[config.mk]
export PLATFORM = sky130hd
export DESIGN_NAME = mmio_uart_tx_port
export DESIGN_NICKNAME = d
export VERILOG_FILES = /design/src/rtl/mmio_uart_tx_port.sv
export SDC_FILE = /design/constraint.sdc
export NUM_CORES = 1
export LEC_CHECK = 0
export CORE_ASPECT_RATIO = 1.1
export CORE_MARGIN = 2
export CORE_UTILIZATION = 56
export DETAILED_ROUTE_END_ITERATION = 6
export PLACE_DENSITY_LB_ADDON = 0.2
export SLEW_MARGIN = 20
export SYNTH_ARGS = -nofsm -noshare
export SYNTH_HDL_FRONTEND = slang
export SYNTH_SLANG_ARGS = --single-unit
[constraint.sdc]
create_clock -name clk -period 3.8 [get_ports clk]
set_input_delay 0.38 -clock clk [delete_from_list [all_inputs] [get_ports clk]]
set_output_delay 0.38 -clock clk [all_outputs]
set_load 0.1 [all_outputs]
[src/rtl/mmio_uart_tx_port.sv]
// rtl/mmio_uart_tx_port.sv - MMIO port-pair UART transmitter with byte FIFO and status readback
// Optional feature: define MMIO_UART_PARITY_EN for 8E1 framing (default build is 8N1).

module mmio_uart_tx_port #(
  parameter int FIFO_DEPTH_EXP = 4,
  parameter int CLKS_PER_BIT   = 16
) (
  input  logic        clk,
  input  logic        rst,
  input  logic        port_inform_write,
  input  logic        port_inform_read,
  input  logic [15:0] port_d_out_even,
  input  logic [15:0] port_d_out_odd,
  output logic [15:0] port_d_in_even,
  output logic [15:0] port_d_in_odd,
  output logic        tx
);

  localparam int DEPTH = 1 << FIFO_DEPTH_EXP;
  localparam int PW    = FIFO_DEPTH_EXP + 1;
  localparam int BW    = $clog2(CLKS_PER_BIT);
  localparam logic [BW-1:0] BAUD_LAST  = BW'(CLKS_PER_BIT - 1);
  localparam logic [PW-1:0] FULL_COUNT = PW'(DEPTH);

  typedef enum logic [2:0] {
    S_IDLE,
    S_START,
    S_DATA,
    S_PARITY,
    S_STOP
  } state_t;

  state_t          state;
  logic [BW-1:0]   baud_cnt;
  logic [2:0]      bit_idx;
  logic [7:0]      shift_reg;
  logic [7:0]      mem [DEPTH];
  logic [PW-1:0]   wr_ptr;
  logic [PW-1:0]   rd_ptr;
  logic [PW-1:0]   count;
  logic            wr_q;
  logic            rd_q;
  logic            ovf;
  logic [15:0]     drop_cnt;

  logic            wr_evt;
  logic            rd_evt;
  logic            enq;
  logic            flush;
  logic            empty;
  logic            full;
  logic            pop;
  logic            push;
  logic            drop;
  logic            baud_done;
  logic            unused_ok;

  // Only the data byte and the ENQ/FLUSH bits of the pair carry meaning.
  assign unused_ok = ^{port_d_out_even[15:8], port_d_out_odd[15:2]};

  assign wr_evt    = port_inform_write & ~wr_q;
  assign rd_evt    = port_inform_read & ~rd_q;
  assign enq       = wr_evt & port_d_out_odd[0];
  assign flush     = wr_evt & port_d_out_odd[1];

  assign count     = wr_ptr - rd_ptr;
  assign empty     = (count == '0);
  assign full      = (count == FULL_COUNT);
  assign pop       = (state == S_IDLE) && !empty;
  // A flush frees the whole FIFO, and a same-cycle pop frees one slot.
  assign push      = enq && (flush || !full || pop);
  assign drop      = enq && !push;
  assign baud_done = (baud_cnt == BAUD_LAST);

  assign port_d_in_even = {4'b0000, ovf, (state != S_IDLE), full, empty, 8'(count)};
  assign port_d_in_odd  = drop_cnt;

  // Sample inform levels so only their rising edges generate events.
  always_ff @(posedge clk or posedge rst) begin
    if (rst) begin
      wr_q <= 1'b0;
      rd_q <= 1'b0;
    end else begin
      wr_q <= port_inform_write;
      rd_q <= port_inform_read;
    end
  end

  // FIFO storage; contents need no reset because the pointers define validity.
  always_ff @(posedge clk) begin
    if (push) begin
      mem[wr_ptr[FIFO_DEPTH_EXP-1:0]] <= port_d_out_even[7:0];
    end
  end

  // FIFO pointers: flush collapses the read pointer onto the write pointer.
  always_ff @(posedge clk or posedge rst) begin
    if (rst) begin
      wr_ptr <= '0;
      rd_ptr <= '0;
    end else begin
      if (push) begin
        wr_ptr <= wr_ptr + PW'(1);
      end
      if (flush) begin
        rd_ptr <= wr_ptr;
      end else if (pop) begin
        rd_ptr <= rd_ptr + PW'(1);
      end
    end
  end

  // Overflow flag and saturating dropped-byte counter; a new drop beats a read-clear.
  always_ff @(posedge clk or posedge rst) begin
    if (rst) begin
      ovf      <= 1'b0;
      drop_cnt <= '0;
    end else begin
      if (drop) begin
        ovf <= 1'b1;
        if (drop_cnt != 16'hFFFF) begin
          drop_cnt <= drop_cnt + 16'd1;
        end
      end else if (rd_evt) begin
        ovf <= 1'b0;
      end
    end
  end

  // Serialiser FSM: start, 8 data bits LSB first, optional even parity, stop.
  always_ff @(posedge clk or posedge rst) begin
    if (rst) begin
      state     <= S_IDLE;
      tx        <= 1'b1;
      baud_cnt  <= '0;
      bit_idx   <= '0;
      shift_reg <= '0;
    end else begin
      case (state)
        S_IDLE: begin
          tx       <= 1'b1;
          baud_cnt <= '0;
          if (pop) begin
            shift_reg <= mem[rd_ptr[FIFO_DEPTH_EXP-1:0]];
            tx        <= 1'b0;
            state     <= S_START;
          end
        end
        S_START: begin
          if (baud_done) begin
            baud_cnt <= '0;
            bit_idx  <= '0;
            tx       <= shift_reg[0];
            state    <= S_DATA;
          end else begin
            baud_cnt <= baud_cnt + BW'(1);
          end
        end
        S_DATA: begin
          if (baud_done) begin
            baud_cnt <= '0;
            if (bit_idx == 3'd7) begin
              bit_idx <= '0;
`ifdef MMIO_UART_PARITY_EN
              tx      <= ^shift_reg;
              state   <= S_PARITY;
`else
              tx      <= 1'b1;
              state   <= S_STOP;
`endif
            end else begin
              bit_idx <= bit_idx + 3'd1;
              tx      <= shift_reg[bit_idx + 3'd1];
            end
          end else begin
            baud_cnt <= baud_cnt + BW'(1);
          end
        end
        S_PARITY: begin
          if (baud_done) begin
            baud_cnt <= '0;
            tx       <= 1'b1;
            state    <= S_STOP;
          end else begin
            baud_cnt <= baud_cnt + BW'(1);
          end
        end
        S_STOP: begin
          if (baud_done) begin
            baud_cnt <= '0;
            tx       <= 1'b1;
            state    <= S_IDLE;
          end else begin
            baud_cnt <= baud_cnt + BW'(1);
          end
        end
        default: begin
          tx    <= 1'b1;
          state <= S_IDLE;
        end
      endcase
    end
  end

endmodule

==> results.md <==
- Most frequent cells in the layout: sky130_fd_sc_hd__edfxtp_1, sky130_fd_sc_hd__dfrtp_1, sky130_fd_sc_hd__nand2_1
- Area of the placeable core: 13300 um^2
- Warning count from the yosys run: 0
- Top FF cell, synth: sky130_fd_sc_hd__edfxtp_1
- Number of buffers inserted for hold repair after clock tree synthesis: 0
- Standby leakage power: 3.24 nW
- Die X-Extent: 115 um
- Vias after detailed routing: 4362
- Clock sink count: 176
- Power Total: 6.99 mW
- Pre-Repair DR Iteration Count: 5
- Syn Area/Cell: 14.7 um^2
- Setup repair after global routing missed its margin: false
- Sequential cell area fraction in the yosys report: 0.659
- Total grt overflow: 0
- Post-Synthesis Cell Area: 7650 um^2
- Die H: 127 um
- Cell repeated most along the worst path: sky130_fd_sc_hd__inv_1
- Data required time of the critical path: 3.42 ns
- First-pass GRT wire length: 24.1 mm
- DRC viols: 0
- Number of levels in the clock H-tree: 4
- Largest net degree at the start of global routing: 49
- Share of layout cells above drive strength 1: 0.160
- Xor-xnor portion of the synthesized cell area: 0.0252
- Library cell with the largest summed area after synthesis: sky130_fd_sc_hd__edfxtp_1
- Placed wire-length estimate: 9.55 mm
- Setup_tns: 0 ns
- Basic-gate share of the synthesized area counting and, or, nand and nor cells: 0.103
- Stage delay of the slowest cell on the critical path: 0.46 ns
- Clk pin slew, worst setup/hold paths: 0.07 ns
- Count of pins over their slew limit: 0
- Setup-failing EPs final: 0
- Highest ir drop seen on vdd: 0.770 mV
- Largest family of logic cells by synthesized area: multiplexers
- Hold violation total from the final report: 0
- Highest fanout seen on the critical path: 5
- Routed vias/inst: 5.79
- Slew at the pin with the worst max-slew slack: 0.994 ns
- Via count of the first global-routing pass: 4469
- Outcome: finished, final reports clean
- CTS Root Cell: sky130_fd_sc_hd__clkbuf_16
- Headroom to the max-slew limit: 0.336
- Final period utilization: 0.852
- Crit path launch type: register
- Crit. End Element: output pin
- TritonCTS clock tree: built
- I/O Pins: 69
- WP data arrival: 2.86 ns
- Max-cap violation count: 0
- Areal power density over the cells: 796 nW/um^2
- Number of violations reported at the end of detailed-routing iteration 0: 372
- Share of async-settable or async-resettable flops after synthesis: 0.273
- Final WL: 15.2 mm
- Number of nets in the layout: 606
- Worst clock skew on the final layout: 0.0208 ns
- Ordered cell list for the critical path: inv_1, ha_1, inv_1, fa_2, nand3b_1, a211o_1, a2bb2o_1, inv_1, buf_12
- Adder-Cell Fraction of Synth Area: 0.0239
- TritonCTS buffer count: 17
- Post-CTS repair timing setup buffer count: 0
- Global router's overall resource usage: 0.224
- Cell with the largest stage delay on the worst path: sky130_fd_sc_hd__fa_2
- Worst min-delay path category: primary input to async pin
- Wire length per cell after detailed routing: 20.2 um
- Multiplexer area fraction after synthesis: 0.108
- EDFF count, synth: 128
- Min cycle time layout: 3.24 ns
- Clock insertion delay at the later pin of the skew report: 0.43 ns
- P&R area growth vs syn: 14.8%
- Fill cell total of the finished layout: 937
- Number of distinct standard cells referenced by the synthesized netlist: 52
- Number of diodes: 0
- Max Fclk: 309 MHz
- Buffer depth of the longest clock path: 2
- Die area: 14600 um^2
- Fraction of synthesized cell area taken by the top area cell type: 0.502
- Weighted congestion at the end of routability-driven global placement: 0.752
- Starting density of the core: 0.577
- Number of routed nets with antenna violations: 0
- Synthesized-area fraction occupied by ao, oa, aoi and oai cells: 0.0474
- Number of antenna violations at the first check in global routing: 0
- Synth Register Bits: 176
- Max FFs per register: 128
- Number of input and output port buffers inserted: 39
- Post-Syn Instances: 520
- Count of cells resized by post-cts repair: 0
- Floorplan row count: 44
- Startpoint-to-endpoint class of the critical path: register to output pin
- Most common cell after layout, fill and taps aside: sky130_fd_sc_hd__edfxtp_1
- Main area contributors after synthesis: sky130_fd_sc_hd__edfxtp_1, sky130_fd_sc_hd__dfrtp_1, sky130_fd_sc_hd__mux4_2
Yosys cell counts (2+ instances only):
library cell,n
sky130_fd_sc_hd__mux4_2,34
sky130_fd_sc_hd__nand4_1,8
sky130_fd_sc_hd__clkbuf_1,14
sky130_fd_sc_hd__edfxtp_1,128
sky130_fd_sc_hd__a31oi_1,2
sky130_fd_sc_hd__clkinv_1,2
sky130_fd_sc_hd__nor2b_1,4
sky130_fd_sc_hd__nand3b_1,3
sky130_fd_sc_hd__nor3_1,3
sky130_fd_sc_hd__buf_4,12
sky130_fd_sc_hd__ha_1,13
sky130_fd_sc_hd__o21ai_0,28
sky130_fd_sc_hd__inv_1,10
sky130_fd_sc_hd__nand2b_1,2
sky130_fd_sc_hd__and3_1,24
sky130_fd_sc_hd__nand2_1,41
sky130_fd_sc_hd__nand3_1,22
sky130_fd_sc_hd__dfrtp_1,47
sky130_fd_sc_hd__xor2_1,6
sky130_fd_sc_hd__mux2i_1,3
sky130_fd_sc_hd__a211o_1,2
sky130_fd_sc_hd__mux2_2,2
sky130_fd_sc_hd__buf_2,8
sky130_fd_sc_hd__and2_1,3
sky130_fd_sc_hd__a22o_1,2
sky130_fd_sc_hd__nor2_1,39
sky130_fd_sc_hd__or3_1,2
sky130_fd_sc_hd__xnor2_1,16
sky130_fd_sc_hd__and4_1,2
sky130_fd_sc_hd__a21oi_1,15
sky130_fd_sc_hd__nor4b_1,2
cell families (layout without fill, tap and decap cells):
group                    Yosys count  after routing
AO/OA/AOI/OAI                     59             59
XOR/XNOR                          22             22
adder cells (fa/ha/maj)           14             14
buffers and inverters             48             91
flip-flops                       176            176
multiplexers                      40             40
other                              1              7
AND/OR/NAND/NOR                  160            160
cell type report:
class                      instances  area (um^2)  area share
inverter                          13         50.0     0.00570
multi-input combinational        302         2410       0.275
tap                              184          230      0.0262
sequential                       176         5050       0.575
clock inverter                    15          151      0.0172
timing repair buffer              46          465      0.0530
clock buffer                      17          425      0.0484
final timing paths:
| path | depth (start not counted) | slack (ns) | from | end |
|---|---|---|---|---|
| min in group clk | 1 | 0.45 | port_inform_read | rd_q |
| worst min-delay path | 2 | 0.42 | rst | port_d_in_odd[6] |
| worst max-delay path | 9 | 0.56 | wr_ptr[0] | port_d_in_even[8] |
| max in group asynchronous | 2 | 2.84 | rst | rd_ptr[0] |
| worst max register to register | 11 | 0.60 | wr_ptr[0] | wr_ptr[4] |
| worst min register to register | 1 | 0.49 | port_d_in_odd[9] | port_d_in_odd[9] |
report_power, final:
group	switching (mW)	leakage [nW]	internal, mW	total [mW]
clock	0.768	0.267	0.921	1.69
combinational	1.90	1.21	0.982	2.88
sequential	0.176	1.76	2.24	2.42
total	2.84	3.24	4.15	6.99
stage by stage:
step           hold WS (ns)  setup slack, ns  utilization  instance area, um^2  cells
5_1_grt               0.454            0.406        0.662                 8780    753
2_1_floorplan         0.411            0.111            -                 7700    526
3_3_place_gp          0.463            0.711        0.618                 8200    721
3_5_place_dp          0.475            0.635        0.618                 8200    721
4_1_cts               0.441            0.559        0.662                 8780    753
6_report              0.420            0.563        0.662                 8780    753
per-layer routing:
layer	GRT usage	routed length, um
met1	0.306	6580
met2	0.361	7670
met3	0.0382	704
met4	0.0886	269
met5	0	0
critical path: cells and delay by family (launching register included):
family / cells / cell delay, ns
fa+ha+maj: 2 / 0.69
buf+inv: 4 / 0.52
simple gates: 1 / 0.18
flops: 1 / 0.42
compound gates: 2 / 0.64
Note: power is estimated with default switching activity, not from simulation.
